===== src/rtl/cpu_sequencer.sv =====
// cpu_sequencer: control FSM of the 8-bit core.
// Shares one memory port between instruction fetch and LD/ST data access.
module cpu_sequencer #(
    parameter int                     PC_WIDTH = 8,
    parameter logic [PC_WIDTH-1:0]    RESET_PC = '0
) (
    input  logic                clk,
    input  logic                reset,
    input  logic                run_en,
    output logic                mem_req,
    output logic                mem_we,
    output logic [PC_WIDTH-1:0] mem_addr,
    output logic [7:0]          mem_wdata,
    input  logic                mem_ready,
    input  logic [7:0]          mem_rdata,
    output logic [7:0]          instr,
    output logic                instr_valid,
    input  logic                is_mem_op,
    input  logic                mem_rw,
    input  logic [PC_WIDTH-1:0] data_addr,
    input  logic [7:0]          store_data,
    output logic [7:0]          load_data,
    output logic                load_valid,
    output logic [PC_WIDTH-1:0] pc
);

    localparam logic [1:0] S_IDLE  = 2'd0;
    localparam logic [1:0] S_FETCH = 2'd1;
    localparam logic [1:0] S_EXEC  = 2'd2;
    localparam logic [1:0] S_DATA  = 2'd3;

    logic [1:0]          state_q;
    logic [PC_WIDTH-1:0] pc_q;
    logic [7:0]          instr_q;
    logic [7:0]          load_data_q;
    logic                load_valid_q;
    logic [PC_WIDTH-1:0] daddr_q;
    logic [7:0]          sdata_q;
    logic                rw_q;

    // Sequencer state, pc, instruction and data-phase latches.
    always_ff @(posedge clk) begin
        if (reset) begin
            state_q      <= S_IDLE;
            pc_q         <= RESET_PC;
            instr_q      <= 8'h00;
            load_data_q  <= 8'h00;
            load_valid_q <= 1'b0;
            daddr_q      <= '0;
            sdata_q      <= 8'h00;
            rw_q         <= 1'b0;
        end else begin
            load_valid_q <= 1'b0;
            unique case (state_q)
                S_IDLE: begin
                    if (run_en) state_q <= S_FETCH;
                end
                S_FETCH: begin
                    if (mem_ready) begin
                        instr_q <= mem_rdata;
                        state_q <= S_EXEC;
                    end
                end
                S_EXEC: begin
                    if (is_mem_op) begin
                        daddr_q <= data_addr;
                        sdata_q <= store_data;
                        rw_q    <= mem_rw;
                        state_q <= S_DATA;
                    end else begin
                        pc_q    <= pc_q + PC_WIDTH'(1);
                        state_q <= S_FETCH;
                    end
                end
                S_DATA: begin
                    if (mem_ready) begin
                        if (!rw_q) begin
                            load_data_q  <= mem_rdata;
                            load_valid_q <= 1'b1;
                        end
                        pc_q    <= pc_q + PC_WIDTH'(1);
                        state_q <= S_FETCH;
                    end
                end
                default: state_q <= S_IDLE;
            endcase
        end
    end

    // Memory port is a pure function of registered state, so it stays
    // stable across wait states.
    always_comb begin
        mem_req   = (state_q == S_FETCH) || (state_q == S_DATA);
        mem_we    = (state_q == S_DATA) && rw_q;
        mem_addr  = (state_q == S_DATA) ? daddr_q : pc_q;
        mem_wdata = (state_q == S_DATA) ? sdata_q : 8'h00;
    end

    assign instr       = instr_q;
    assign instr_valid = (state_q == S_EXEC);
    assign load_data   = load_data_q;
    assign load_valid  = load_valid_q;
    assign pc          = pc_q;

endmodule


===== config.mk =====
export PLATFORM = sky130hd
export DESIGN_NAME = cpu_sequencer
export DESIGN_NICKNAME = d
export VERILOG_FILES = /design/src/rtl/cpu_sequencer.sv
export SDC_FILE = /design/constraint.sdc
export NUM_CORES = 1
export LEC_CHECK = 0
export CELL_PAD_IN_SITES_DETAIL_PLACEMENT = 2
export CELL_PAD_IN_SITES_GLOBAL_PLACEMENT = 2
export CORE_MARGIN = 8
export CORE_UTILIZATION = 21
export DETAILED_ROUTE_END_ITERATION = 12
export PLACE_DENSITY = 0.85
export SYNTH_ARGS = -nofsm -noshare
export SYNTH_HDL_FRONTEND = slang
export SYNTH_SLANG_ARGS = --single-unit

===== constraint.sdc =====
create_clock -name clk -period 1.6 [get_ports clk]
set_input_delay 0.16 -clock clk [delete_from_list [all_inputs] [get_ports clk]]
set_output_delay 0.16 -clock clk [all_outputs]
set_load 0.005 [all_outputs]

==> impl_metrics.tcl <==
set metrics [dict create \
    final_period_utilization 1.01 \
    cp_cell_sequence "ha_4 -> buf_6 -> buf_6 -> mux2_4 -> buf_6" \
    clkLatencyLatePin_ns 0.29 \
    postPlaceCellArea_sq_mm 0.00285 \
    path_class "reg -> out" \
    drt_first_iter_violations 35 \
    number_of_antenna_violations_at_the_first_check_in_global_routing 0 \
    clock_sinks 44 \
    globalRouteTotalUtil 0.123 \
    worst_path_most_repeated_cell "sky130_fd_sc_hd__buf_6" \
    initial_utilization 0.215 \
    place_congestion 0.695 \
    grt_max_degree 23 \
    fmax_mhz 616 \
    num-fill-cells 983 \
    power_density_mw_per_mm2 749 \
    cts_max_level 2 \
    place.detailed.hpwl_mm 5.43 \
    synth_area_sq_mm 0.00187 \
    die_y_microns 110 \
    tritoncts_buffer_count 5 \
    postSynthRegisterBits 44 \
    multi_input_area_sq_mm 0.00103 \
    routed-via-count 1942 \
    final_period_minus_worst_setup_slack_ns 1.62 \
    min_path_type "in -> reg" \
    critPathTopFamily "buffers and inverters" \
    post-place-cells 419 \
    clk_pin_slew_ns 0.08 \
    cts_tree "built" \
    area_growth_syn_to_layout_pct 67.8 \
    drt_pre_antenna_iters 4 \
    critPathLaunchType "flop" \
    routed_wirelength_mm 7.37 \
    place_worst_setup_slack_ns -0.156 \
    vdd.ir_drop.worst_mv 0.330 \
    static-leakage-power_uw 0.00119 \
    cell_chosen_for_the_clock_root "sky130_fd_sc_hd__clkbuf_8" \
    clock_path_buffers 2 \
    core_region_area_sq_mm 0.00868 \
    die_width_microns 110 \
    max-cap-violations 0 \
    insertedDiodeCount 0 \
    final-seq-area_sq_um 885 \
    synth_area_per_cell_sq_um 8.11 \
    cts_hold_buf 0 \
    netlist.area_leader.share 0.472 \
    yosysTopAreaCell "sky130_fd_sc_hd__dfxtp_1" \
    top_post_synthesis_cells_by_area "sky130_fd_sc_hd__dfxtp_1 47%, sky130_fd_sc_hd__nand2_1 14%, sky130_fd_sc_hd__a21oi_1 9.4%" \
    yosys.cell_types.count 25 \
    setup.worst_path.end_class "output port" \
    boundaryPins 74 \
    number_of_i_o_port_buffers 73 \
    final_layout_size_suffix_gt1_frac 0.228 \
    layout.cells.non_filler 433 \
    full_die_area_sq_mm 0.0122 \
    worst_slew_margin_rel 0.692 \
    num-nets-final 360 \
    wire_length_of_the_first_global_routing_pass_mm 11.7 \
    outcome "complete, but fails checks" \
    route.detailed.wl_per_inst_microns 17.0 \
    drcViolationCount 0 \
    timing.final.hold_violations 0 \
    final-max-slew-violation-count 0 \
    mappedNetlistNets 266 \
    cp_max_fo 6 \
    critPathBufInv 3 \
    final.hold.worst_slack_ns 0.317 \
    max_slew.worst_pin.slew_ns 0.462 \
    synth.yosys.warnings 0 \
    drtAntennaViolNets 0 \
    finClkSkew_ns 0.00684 \
    netlist_instances 230 \
    final.setup.worst_slack_ns -0.0235 \
    synth_seq_area_share 0.472 \
    cp_data_required_time_ns 1.44 \
    critPathArrivalTime_ns 1.46 \
    setup_repair_after_global_routing_missed_its_margin "yes" \
    crit_path_top_delay_cell "sky130_fd_sc_hd__dfxtp_2" \
    setup_viol 4 \
    first_global_vias 2178 \
    grt-ovfl-total 0 \
    violations "setup timing" \
    worst_path_largest_cell_delay_ns 0.35 \
    post-route-cell-area_sq_mm 0.00313 \
    row_count 34 \
    detail_route.vias_per_cell 4.48 \
]
## registers in the layout, indices dropped and copies added (netlist names)
signal      flops
pc              8
state_q         2
rw_q            1
sdata_q         8
load_valid      1
daddr_q         8
load_data       8
instr           8
## worst paths after layout
path	startpoint	end	slack, ns	depth (start not counted)
worst max-delay path	state_q[0]	mem_addr[1]	-0.02	5
worst min-delay path	reset	sdata_q[2]	0.32	2
worst max register to register	state_q[0]	pc[7]	0.03	6
worst min register to register	sdata_q[1]	sdata_q[1]	0.46	2
## cell type report
cell class	count	area share
Clock buffer	6	0.0232
Sequential cell	44	0.283
Tap cell	108	0.0432
Clock inverter	2	0.0112
Multi-Input combinational cell	169	0.329
Timing Repair Buffer	100	0.306
Inverter	4	0.00560
## kinds of logic (layout without fill, tap and decap cells)
group / count (synthesis) / in the layout / share of synthesized area
simple gates: 108 / 108 / 0.253
flops: 44 / 44 / 0.472
compound gates: 39 / 39 / 0.108
buf+inv: 17 / 112 / 0.0349
mux: 11 / 11 / 0.0684
fa+ha+maj: 6 / 6 / 0.0402
xor+xnor: 5 / 5 / 0.0235
## through the flow
stage,util,power [uW],setup TNS [ns]
floorplan,-,1270,0
global placement,0.328,1470,-0.293
detailed placement,0.328,1480,-1.30
CTS,0.353,2380,-0.184
global route,0.361,2460,-0.588
finish,0.361,2340,-0.0719
## cells in the final DEF (no fill, tap or decap), types with 2 or more instances in the layout
cell type / Yosys / layout
sky130_fd_sc_hd__nand2_1: 70 / 69
sky130_fd_sc_hd__clkdlybuf4s50_1: 0 / 53
sky130_fd_sc_hd__dfxtp_1: 44 / 41
sky130_fd_sc_hd__a21oi_1: 35 / 34
sky130_fd_sc_hd__buf_4: 0 / 17
sky130_fd_sc_hd__buf_6: 0 / 14
sky130_fd_sc_hd__and2_1: 11 / 11
sky130_fd_sc_hd__nor2_1: 10 / 9
sky130_fd_sc_hd__clkdlybuf4s15_1: 0 / 7
sky130_fd_sc_hd__mux2_4: 1 / 6
sky130_fd_sc_hd__mux2_2: 10 / 5
sky130_fd_sc_hd__xor2_1: 5 / 5
sky130_fd_sc_hd__clkbuf_8: 0 / 5
sky130_fd_sc_hd__nand3_1: 5 / 4
sky130_fd_sc_hd__buf_2: 1 / 4
sky130_fd_sc_hd__nand4_1: 3 / 3
sky130_fd_sc_hd__ha_1: 6 / 3
sky130_fd_sc_hd__dlygate4sd2_1: 0 / 3
sky130_fd_sc_hd__dfxtp_2: 0 / 3
sky130_fd_sc_hd__inv_1: 4 / 2
sky130_fd_sc_hd__and3_1: 2 / 2
sky130_fd_sc_hd__ha_4: 0 / 2
## report_power, final
part,internal (uW),switching (uW)
clock,464,382
sequential,1120,20.2
combinational,194,161
total,1780,564
## metal layers
| layer | up-vias | routed length (microns) | GRT usage |
|---|---|---|---|
| li1 | 943 | - | - |
| met1 | 955 | 2940 | 0.137 |
| met2 | 40 | 3950 | 0.230 |
| met3 | 4 | 425 | 0.0337 |
| met4 | 0 | 46 | 0.0228 |
| met5 | - | 0 | 0 |
## what timing repair did
action | CTS | global route
setup endpoints to repair | 28 | 21
pin swaps | 5 | 3
resized for setup | 73 | 24
endpoints found under the hold margin | 0 | 0
gates cloned | 0 | 0
buffers inserted | 7 | 0
## synth_stat cells
| library cell | n |
|---|---|
| sky130_fd_sc_hd__or2_2 | 1 |
| sky130_fd_sc_hd__nand4_1 | 3 |
| sky130_fd_sc_hd__mux2_2 | 10 |
| sky130_fd_sc_hd__nand2b_1 | 1 |
| sky130_fd_sc_hd__and2_1 | 11 |
| sky130_fd_sc_hd__o31ai_1 | 1 |
| sky130_fd_sc_hd__inv_1 | 4 |
| sky130_fd_sc_hd__mux2_4 | 1 |
| sky130_fd_sc_hd__nor2_1 | 10 |
| sky130_fd_sc_hd__dfxtp_1 | 44 |
| sky130_fd_sc_hd__and3_1 | 2 |
| sky130_fd_sc_hd__or4_1 | 1 |
| sky130_fd_sc_hd__and4_1 | 1 |
| sky130_fd_sc_hd__nand2_2 | 1 |
| sky130_fd_sc_hd__a21oi_1 | 35 |
| sky130_fd_sc_hd__nor3_1 | 1 |
| sky130_fd_sc_hd__buf_2 | 1 |
| sky130_fd_sc_hd__ha_1 | 6 |
| sky130_fd_sc_hd__clkbuf_1 | 12 |
| sky130_fd_sc_hd__nand3_1 | 5 |
| sky130_fd_sc_hd__nor2b_1 | 1 |
| sky130_fd_sc_hd__nand2_1 | 70 |
| sky130_fd_sc_hd__o21ai_0 | 2 |
| sky130_fd_sc_hd__xor2_1 | 5 |
| sky130_fd_sc_hd__a221oi_1 | 1 |
No activity file was read; power rests on OpenSTA's default activity.
